## config.mk

```make
export PLATFORM = sky130hd
export DESIGN_NAME = flp_accum_ctrl_flat
export DESIGN_NICKNAME = d
export VERILOG_FILES = /design/src/rtl/flp_accum_ctrl_if.sv /design/src/rtl/flp_accum_ctrl.sv /design/src/flat_wrapper.sv
export SDC_FILE = /design/constraint.sdc
export NUM_CORES = 1
export LEC_CHECK = 0
export CORE_MARGIN = 4
export CORE_UTILIZATION = 31
export CTS_CLUSTER_DIAMETER = 40
export DETAILED_ROUTE_END_ITERATION = 6
export PLACE_DENSITY = 0.71
export SYNTH_ARGS = -nofsm -noshare
export SYNTH_HDL_FRONTEND = slang
export SYNTH_SLANG_ARGS = --single-unit
export TNS_END_PERCENT = 10
```

## constraint.sdc

```tcl
create_clock -name clk -period 2.4 [get_ports clk]
set_input_delay 0.48 -clock clk [delete_from_list [all_inputs] [get_ports clk]]
set_output_delay 0.48 -clock clk [all_outputs]
set_load 0.02 [all_outputs]
```

## src/rtl/flp_accum_ctrl_if.sv

```systemverilog
// Operand stream into the FLP accumulation controller. The producer is the
// master and the controller is the slave.
interface flp_accum_ctrl_if #(
  parameter int EXP_WIDTH  = 9,
  parameter int MANT_WIDTH = 8
);
  logic                  in_valid;
  logic                  in_ready;
  logic [EXP_WIDTH-1:0]  in_exp;
  logic [MANT_WIDTH-1:0] in_mant;

  modport master (output in_valid, output in_exp, output in_mant, input in_ready);
  modport slave  (input in_valid, input in_exp, input in_mant, output in_ready);
endinterface

```

## src/rtl/flp_accum_ctrl.sv

```systemverilog
// Reduces LEN (exp, mant) operands to one sum through a shared external FLP
// adder. Operands are held on add_* for ADD_LAT cycles before the result is taken.
module flp_accum_ctrl #(
  parameter int EXP_WIDTH  = 9,
  parameter int MANT_WIDTH = 8,
  parameter int CNT_WIDTH  = 4,
  parameter int ADD_LAT    = 1
) (
  input  logic                  clk,
  input  logic                  rst,
  input  logic                  start,
  input  logic [CNT_WIDTH-1:0]  len,
  flp_accum_ctrl_if.slave       in_if,
  output logic [EXP_WIDTH-1:0]  add_exp1,
  output logic [MANT_WIDTH-1:0] add_mant1,
  output logic [EXP_WIDTH-1:0]  add_exp2,
  output logic [MANT_WIDTH-1:0] add_mant2,
  input  logic [EXP_WIDTH-1:0]  add_exp,
  input  logic [MANT_WIDTH-1:0] add_mant,
  output logic                  busy,
  output logic                  done,
  output logic [EXP_WIDTH-1:0]  sum_exp,
  output logic [MANT_WIDTH-1:0] sum_mant,
  output logic [CNT_WIDTH-1:0]  count
);

  localparam int LAT_W = (ADD_LAT < 2) ? 1 : $clog2(ADD_LAT + 1);

  typedef enum logic [1:0] {IDLE, WAIT_IN, ADD, DONE} state_t;

  state_t                state;
  logic [CNT_WIDTH-1:0]  len_q;
  logic [CNT_WIDTH-1:0]  count_q;
  logic [EXP_WIDTH-1:0]  acc_exp;
  logic [MANT_WIDTH-1:0] acc_mant;
  logic [LAT_W-1:0]      wait_q;
  logic [CNT_WIDTH-1:0]  count_inc;

  assign count_inc = count_q + CNT_WIDTH'(1);

  // Handshake and status are pure decodes of the state register.
  assign in_if.in_ready = (state == WAIT_IN);
  assign busy           = (state != IDLE);
  assign done           = (state == DONE);
  assign sum_exp        = acc_exp;
  assign sum_mant       = acc_mant;
  assign count          = count_q;

  // NOTE: every register here uses <= so all branches see pre-edge values;
  // the datapath is reset too, so no X ever reaches add_* or sum_*.
  always_ff @(posedge clk) begin
    if (rst) begin
      state     <= IDLE;
      len_q     <= '0;
      count_q   <= '0;
      acc_exp   <= '0;
      acc_mant  <= '0;
      wait_q    <= '0;
      add_exp1  <= '0;
      add_mant1 <= '0;
      add_exp2  <= '0;
      add_mant2 <= '0;
    end else begin
      unique case (state)
        IDLE: begin
          if (start) begin
            len_q     <= len;
            count_q   <= '0;
            acc_exp   <= '0;
            acc_mant  <= '0;
            add_exp2  <= '0;
            add_mant2 <= '0;
            state     <= (len == '0) ? DONE : WAIT_IN;
          end
        end
        WAIT_IN: begin
          if (in_if.in_valid) begin
            if (count_q == '0) begin
              // First operand seeds the accumulator without using the adder.
              acc_exp  <= in_if.in_exp;
              acc_mant <= in_if.in_mant;
              count_q  <= count_inc;
              state    <= (len_q == count_inc) ? DONE : WAIT_IN;
            end else begin
              add_exp1  <= acc_exp;
              add_mant1 <= acc_mant;
              add_exp2  <= in_if.in_exp;
              add_mant2 <= in_if.in_mant;
              wait_q    <= LAT_W'(ADD_LAT);
              state     <= ADD;
            end
          end
        end
        ADD: begin
          if (wait_q == LAT_W'(1)) begin
            acc_exp  <= add_exp;
            acc_mant <= add_mant;
            count_q  <= count_inc;
            state    <= (len_q == count_inc) ? DONE : WAIT_IN;
          end else begin
            wait_q <= wait_q - LAT_W'(1);
          end
        end
        DONE: state <= IDLE;
        default: state <= IDLE;
      endcase
    end
  end

endmodule
```

## src/flat_wrapper.sv

```systemverilog
// flat-port wrapper written by rule: the top's interface ports become plain ports
module flp_accum_ctrl_flat 
#(
  parameter int EXP_WIDTH  = 9,
  parameter int MANT_WIDTH = 8,
  parameter int CNT_WIDTH  = 4,
  parameter int ADD_LAT    = 1
)
  (clk, rst, start, len, add_exp1, add_mant1, add_exp2, add_mant2, add_exp, add_mant, busy, done, sum_exp, sum_mant, count, in_if_in_valid, in_if_in_exp, in_if_in_mant, in_if_in_ready);
  flp_accum_ctrl_if #(.EXP_WIDTH(EXP_WIDTH), .MANT_WIDTH(MANT_WIDTH)) in_if_i ();
  input  logic clk;
  input  logic rst;
  input  logic start;
  input  logic [CNT_WIDTH-1:0] len;
  output logic [EXP_WIDTH-1:0] add_exp1;
  output logic [MANT_WIDTH-1:0] add_mant1;
  output logic [EXP_WIDTH-1:0] add_exp2;
  output logic [MANT_WIDTH-1:0] add_mant2;
  input  logic [EXP_WIDTH-1:0] add_exp;
  input  logic [MANT_WIDTH-1:0] add_mant;
  output logic busy;
  output logic done;
  output logic [EXP_WIDTH-1:0] sum_exp;
  output logic [MANT_WIDTH-1:0] sum_mant;
  output logic [CNT_WIDTH-1:0] count;
  input wire logic [$bits(in_if_i.in_valid)-1:0] in_if_in_valid;
  input wire logic [$bits(in_if_i.in_exp)-1:0] in_if_in_exp;
  input wire logic [$bits(in_if_i.in_mant)-1:0] in_if_in_mant;
  output wire logic [$bits(in_if_i.in_ready)-1:0] in_if_in_ready;
  assign in_if_i.in_valid = in_if_in_valid;
  assign in_if_i.in_exp = in_if_in_exp;
  assign in_if_i.in_mant = in_if_in_mant;
  assign in_if_in_ready = in_if_i.in_ready;
  flp_accum_ctrl #(.EXP_WIDTH(EXP_WIDTH), .MANT_WIDTH(MANT_WIDTH), .CNT_WIDTH(CNT_WIDTH), .ADD_LAT(ADD_LAT)) u_core (.clk(clk), .rst(rst), .start(start), .len(len), .in_if(in_if_i), .add_exp1(add_exp1), .add_mant1(add_mant1), .add_exp2(add_exp2), .add_mant2(add_mant2), .add_exp(add_exp), .add_mant(add_mant), .busy(busy), .done(done), .sum_exp(sum_exp), .sum_mant(sum_mant), .count(count));
endmodule
```

* After elaboration in Yosys (flattened, before gate mapping) *
Index checks and enable logic that the tools add are counted.

storage, ports and cells
  bits in registers = 62

cells by class
  $add $sub $neg = 2
  equality and inequality tests = 9
  muxes and demuxes = 32
  bitwise operators = 1
  reduce and logical (&&, ||, !) cells = 13

operators by type and width
  cell                                            number
  two-way mux 9 bit                               6
  two-way mux 8 bit                               6
  one-hot mux 9 bit (3 select lines)              1
  one-hot mux 8 bit (3 select lines)              1
  one-hot mux 9 bit (2 select lines)              1
  two-way mux 4 bit                               4
  one-hot mux 8 bit (2 select lines)              1
  two-way mux 2 bit                               6
  one-hot mux 4 bit (3 select lines)              1
  AND reduction 3 bit                             3
  zero test 4 bit                                 2
  one-hot mux 2 bit (4 select lines)              1
  != test 2 bit (second input constant)           3
  nonzero test 2 bit                              3
  AND reduction 5 bit                             1
  adder 4 x 1 -> 4 bit (second input constant)    1
  == test 2 bit (second input constant)           2
  == test 4 bit                                   1
  != test 2 x 1 -> 1 bit (second input constant)  2
  AND reduction 4 bit                             1
  two-way mux 1 bit                               3
  nonzero test 3 bit                              1
  == test 2 x 1 -> 1 bit (second input constant)  1
  zero test 2 bit                                 1
  4 further kinds                                 4

* Longest topological paths before layout *
Gate-level depths: netlist of run 1.

  depth after elaboration = 6
  mapped depth = 9
  gate-level depth less buffers = 6

* Worst setup path before layout of run 1 *
OpenSTA, ideal clock, no wires.

  path kind = reg-to-reg
  start = reg u_core.state[0]
  end = reg u_core.count_q[2], in the netlist u_core.count[2]
  arrival = 1836 ps
  slack = 432 ps
  stages on the path, launching flop included = 9
  clock period less this slack = 1968 ps
  path through = dfxtp_1 inv_1 ha_1 buf_2 nor2b_1 or4_4 buf_6 o31ai_1 a21oi_1

on the way
  cells in the longest elaborated chain, start to end = 3
  elaborated cells between the ends (all ways) = 10

ends and longest elaborated chain
  element                                                          RTL line              source
  start, declared                                                  flp_accum_ctrl.sv:31  state_t state;
  start signal, assigned                                           flp_accum_ctrl.sv:73  state <= (len == '0) ? DONE : WAIT_IN;
  start signal, assigned                                           flp_accum_ctrl.sv:83  state <= (len_q == count_inc) ? DONE : WAIT_IN;
  start signal, assigned                                           flp_accum_ctrl.sv:99  state <= (len_q == count_inc) ? DONE : WAIT_IN;
  == test 2 bit (tied with other cells)                            flp_accum_ctrl.sv:64  unique case (state)
  != test 2 x 1 -> 1 bit (no source line) (tied with other cells)  n/a
  AND reduction 5 bit (no source line)                             n/a
  end signal, assigned                                             flp_accum_ctrl.sv:82  count_q <= count_inc;
  end signal, assigned                                             flp_accum_ctrl.sv:98  count_q <= count_inc;
  end, declared                                                    flp_accum_ctrl.sv:33  logic [CNT_WIDTH-1:0] count_q;

Parallel ways exist; a longest one is shown, timed or not.
A chain may end at the register's enable or synchronous reset.

* Worst setup path after layout of run 1 *
  start = reg u_core.state[0]
  end = out busy

on the way
  cells in the longest elaborated chain, start to end = 1

ends and longest elaborated chain
  element             RTL line              source
  nonzero test 2 bit  flp_accum_ctrl.sv:43  assign busy = (state != IDLE);
  end, declared       flat_wrapper.sv:21    output logic busy;

Every way passes these cells.

==> results.tsv, run 1 <==
metric	value	unit
start_util	32.24	%
dp.cells	488	
place_congestion	0.7765	
synth_top_cell_by_area	dfxtp_1	
maxSlewViolCount	0	
finalHoldViolCount	0	
worstSkewPairLatency	0.34	ns
cts-root-buf	clkbuf_8	
syn2layout_area_growth	46.91	%
grt.overflow.total	0	
power_frac_comb	43.4	%
fin_skew	0.01154	ns
syn_area	2689	sq um
post_drt_via_cell_ratio	5.208	
synth_warnings	0	
status	completed	
yosysSeqAreaShare	46.16	%
instances_no_fill	504	
cts_tree	done	
clockBufferDepth	2	
clk_transition_reported_paths	0.07	ns
p_leak	1.387	nW
wire_per_inst	16.04	microns
setup_ws	0.1465	ns
fin_crit_sh	93.90	%
period_needed	2.254	ns
netSwitchingFraction	40.29	%
crit_path_start_kind	flop	
synth_nets	350	
arrival	1.77	ns
htree_levels	3	
fp.dieW	101.1	microns
power_frac_clock	23.3	%
post-cts-setup-buffer-count	0	
fillers	807	
io_pins	100	
drv_cap	0	
seqPwrFrac	33.2	%
synthTopCellsByArea	dfxtp_1 46%, a22o_1 11%, a21oi_1 8.0%	
dp_hpwl	5823	microns
core	8341	sq um
vdd_ir_drop_max	0.4903	mV
grt_busiest_layer	met2	
rrSetupSlack	0.26	ns
ant_nets	0	
row_count	33	
fin_nets	442	
cts-hold-fix-buffers	0	
worstPathRequired	1.92	ns
grt_pass1_wl	12680	microns
drive_gt1_share	8.521	%
portBuffers	99	
avgSynthCellArea	8.903	sq um
final_common_cell	clkdlybuf4s50_1	
synth-seq-cells	62	
tightest_slew	0.6904	ns
slew_headroom	53.86	%
setup_viol	0	
yosys.area.top_type_share	46.16	%
die_h	101.1	microns
grt_max_degree	40	
diodes	0	
numClockSinks	62	
cp-end-kind	output port	
power-per-cell-area	952.1	nW/um^2
drc	0	
path_class	flop to output port	
met3_usage	6.405	%
dp_slack	0.2441	ns
tns	0	ns
dieArea	10230	sq um
hold_path.class	flop to flop	
grtUsageMet2	23.39	%
antenna_found_initial	0	
grt_usage	15.73	%
drt-initial-drc-count	227	
synthCells	302	
use_met1	21.23	%
internal_power	2.246	mW
layout_common_cells	98 x clkdlybuf4s50_1, 62 x dfxtp_1, 43 x a21oi_1	
p_sw	1.515	mW
synth_cell_type_count	31	
crit_fanout	11	
first_pass_iters	4	
wirelength	8086	microns
numCtsBuffers	9	
rsz0062_at_grt	false	
fmax	443.7	MHz
vias	2625	
grt_pass1_vias	2510	
cts_resized	0	
## per-stage QoR
stage          hold WS, ns  power, mW  utilization, %  cell area (sq um)
2_1_floorplan       0.4481      2.343               -               2689
3_3_place_gp        0.4440      2.852           45.03               3756
3_5_place_dp        0.4461      2.891           45.03               3756
4_1_cts             0.4565      3.772           47.33               3948
5_1_grt             0.4766      3.984           47.36               3950
6_report            0.4546      3.761           47.36               3950
## layer usage
| metal | share of wire, % | vias to the layer above |
|---|---|---|
| met4 | 0.66 | 0 |
| li1 | - | 1295 |
| met2 | 46 | 96 |
| met1 | 45 | 1228 |
| met3 | 8.3 | 6 |
| met5 | 0 | - |
## power by group through the flow
stage / Sequential, mW / Clock, mW / Combinational, mW
global route: 1.26 / 0.939 / 1.78
CTS: 1.25 / 0.899 / 1.63
global placement: 1.27 / 0 / 1.59
floorplan: 1.35 / 0 / 0.992
detailed placement: 1.27 / 0 / 1.62
finish: 1.25 / 0.877 / 1.63
## logic make-up (layout without fill, tap and decap cells)
kind of cell | count (synthesis) | in the layout | synth area share, %
AO/OA/AOI/OAI | 109 | 109 | 26.43
AND/OR/NAND/NOR | 85 | 85 | 16.94
flip-flops | 62 | 62 | 46.16
buffers and inverters | 34 | 131 | 5.723
adder cells (fa/ha/maj) | 6 | 6 | 2.792
XOR/XNOR | 6 | 6 | 1.954
## path summary, 6_finish.rpt
path | start | endpoint | depth (start not counted)
worst max register to register | u_core.count[0]$_SDFFE_PP0P_ | u_core.sum_exp[8]$_SDFFE_PP0P_ | 6
worst min-delay path | u_core.add_exp1[4]$_SDFFE_PP0P_ | u_core.add_exp1[4]$_SDFFE_PP0P_ | 2
worst min register to register | u_core.add_exp1[4]$_SDFFE_PP0P_ | u_core.add_exp1[4]$_SDFFE_PP0P_ | 2
worst max-delay path | u_core.state[0]$_SDFFE_PP0P_ | busy | 4
## registers in the layout, summed over array words and instances, names as in the netlist
register	flops
u_core.add_mant2	8
u_core.add_exp2	9
u_core.len_q	4
u_core.wait_q	1
u_core.sum_exp	9
u_core.sum_mant	8
u_core.add_mant1	8
u_core.add_exp1	9
u_core.state	2
u_core.count	4
## layout make-up
class                   instances  area, sq um  area share [%]
repair buffers                109         1061           26.86
well taps                     105        131.4           3.326
inverters                       6        22.52          0.5702
flip-flops and latches         62         1241           31.42
multi-input cells             206         1303           32.97
clock buffers                  11        151.4           3.833
clock inverters                 5        40.04           1.014
## cells in the mapped netlist (all sizes together)
library cell / number
a21o: 1
a21oi: 45
a22o: 34
a31oi: 1
and2: 2
buf: 14
clkbuf: 14
dfxtp: 62
ha: 6
inv: 6
nand2: 24
nand3: 24
nand4: 21
nor2: 3
nor2b: 5
nor3: 1
nor4: 3
o21ai: 22
o21ba: 1
o21bai: 1
o31ai: 3
o41ai: 1
or3b: 1
or4: 1
xnor2: 4
xor2: 2
## critical path: stages, from the launching register on
cell,delay [ns]
dfxtp_1,0.40
inv_1,0.09
ha_2,0.26
inv_1,0.09
clkdlybuf4s50_1,0.60
Note: power is estimated with default switching activity, not from simulation.
==> run 2, diff against run 1 <==
--- a/config.mk
+++ b/config.mk
@@ -6,10 +6,10 @@
 export NUM_CORES = 1
 export LEC_CHECK = 0
 export CORE_MARGIN = 4
-export CORE_UTILIZATION = 31
+export CORE_UTILIZATION = 44
 export CTS_CLUSTER_DIAMETER = 40
 export DETAILED_ROUTE_END_ITERATION = 6
-export PLACE_DENSITY = 0.71
+export PLACE_DENSITY = 0.92
 export SYNTH_ARGS = -nofsm -noshare
 export SYNTH_HDL_FRONTEND = slang
 export SYNTH_SLANG_ARGS = --single-unit
==> run 2 against run 1 <==
Compared with the run above:
- routed wire length down 2.8%
- via count up 4.2%
- clock skew down 0.00091 ns
- die area down 27%
- non-clock buffer count unchanged
- worst setup slack worse by 0.011 ns
- power up 4.7%
- critical path depth unchanged
- clock power up 20%
- highest routed layer unchanged
==> results.tsv, run 2 (synthesis results as in run 1) <==
metric	value	unit	change
crit_start	u_core.state[0]$_SDFFE_PP0P_		unchanged
path_class	flop to output port		unchanged
grt_pass1_wl	12580	microns	was 12,680 microns
crit_fanout	11		unchanged
first_pass_iters	6		was 4
cts_tree	done		unchanged
cp-end-kind	output port		unchanged
layout_common_cells	98 x clkdlybuf4s50_1, 62 x dfxtp_1, 43 x a21oi_1		unchanged
fin_skew	0.01063	ns	was 0.01154 ns
worstPathRequired	1.92	ns	about the same
wire_per_inst	16.58	microns	was 16.04 microns
worstSkewPairLatency	0.34	ns	about the same
vdd_ir_drop_max	0.5288	mV	was 0.4903 mV
place_congestion	0.8381		was 0.7765
vias	2736		was 2,625
drive_gt1_share	8.271	%	was 8.521%
row_count	28		was 33
wirelength	7861	microns	was 8086 microns
dieArea	7425	sq um	was 10,230 sq um
start_util	45.41	%	was 32.24%
grt_pass1_vias	2582		was 2,510
post_drt_via_cell_ratio	5.772		was 5.208
worstHoldStart	u_core.add_mant1[2]$_SDFFE_PP0P_		was u_core.add_exp1[4]$_SDFFE_PP0P_
clockBufferDepth	2		unchanged
status	completed		unchanged
fp.dieW	86.17	microns	was 101.1 microns
finalHoldViolCount	0		unchanged
fmax	441.6	MHz	was 443.7 MHz
syn2layout_area_growth	47.09	%	was 46.91%
period_needed	2.264	ns	was 2.254 ns
die_h	86.17	microns	was 101.1 microns
rsz0062_at_grt	false		unchanged
grt_max_degree	40		unchanged
diodes	0		unchanged
post-cts-setup-buffer-count	0		unchanged
post-route-util	66.80	%	was 47.36%
tightest_slew	0.6959	ns	was 0.6904 ns
drv_cap	0		unchanged
dp_hpwl	5636	microns	was 5823 microns
hold_path.class	flop to flop		unchanged
p_leak	1.406	nW	was 1.387 nW
cts_resized	0		unchanged
arrival	1.78	ns	was 1.77 ns
timing.rr.start	u_core.count[0]$_SDFFE_PP0P_		unchanged
final_common_cell	clkdlybuf4s50_1		unchanged
grt_usage	21.42	%	was 15.73%
core	5921	sq um	was 8341 sq um
io_pins	100		unchanged
antenna_found_initial	0		unchanged
fin_crit_sh	94.35	%	was 93.90%
portBuffers	99		unchanged
setup_viol	0		unchanged
drc	0		unchanged
tns	0	ns	unchanged
ant_nets	0		unchanged
htree_levels	3		unchanged
drt-initial-drc-count	296		was 227
maxSlewViolCount	0		unchanged
numClockSinks	62		unchanged
clk_transition_reported_paths	0.07	ns	about the same
fin_nets	442		unchanged
power-per-cell-area	995.9	nW/um^2	was 952.1 nW/um^2
crit_path_start_kind	flop		unchanged
cts-root-buf	clkbuf_8		unchanged
cts-hold-fix-buffers	0		unchanged
grt.overflow.total	0		unchanged
slew_headroom	53.49	%	was 53.86%
numCtsBuffers	9		unchanged
[run 2: power breakdown]
group	switching (mW)	leakage (nW)	internal [mW]	total [mW]
sequential	0.0992	0.502	1.15	1.25
combinational	0.979	0.784	0.657	1.64
clock	0.383	0.120	0.669	1.05
[run 2: metrics by stage]
step	setup slack (ns)	std cells	instance area [sq um]	total power [mW]	hold slack (ns)
6_report	0.1356	474	3955	3.939	0.4538
5_1_grt	0.06583	474	3955	4.135	0.4732
4_1_cts	0.02561	474	3953	3.929	0.4526
3_5_place_dp	0.2454	458	3719	2.866	0.4483
3_3_place_gp	0.2586	458	3719	2.827	0.4418
2_1_floorplan	0.4322	302	2689	2.343	0.4481
[run 2: per-layer routing]
layer | track usage (%) | vias to the layer above | part of all wire, %
met5 | 0 | - | 0
met3 | 5.418 | 18 | 8.2
li1 | - | 1297 | -
met4 | 9.207 | 0 | 2.1
met1 | 27.54 | 1272 | 41
met2 | 34.20 | 149 | 48
[run 2: final timing paths]
path,cells after the start,slack [ns],endpoint
setup / recovery,4,0.14,busy
hold / removal,2,0.45,u_core.add_mant1[2]$_SDFFE_PP0P_
setup reg to reg,6,0.26,u_core.sum_mant[5]$_SDFFE_PP0P_
hold reg to reg,2,0.45,u_core.add_mant1[2]$_SDFFE_PP0P_
[run 2: layout make-up]
cell class,instances,area (sq um)
fill,459,1966
multi-input combinational,206,1303
sequential,62,1241
timing repair buffer,109,1061
clock buffer,13,168.9
tap,75,93.84
clock inverter,3,65.06
inverter,6,22.52
[run 2: critical path, stage by stage, from the launching register on]
cell and delay [ns]:
dfxtp_1 0.40, inv_1 0.09, ha_2 0.26, inv_1 0.10, clkdlybuf4s50_1 0.60
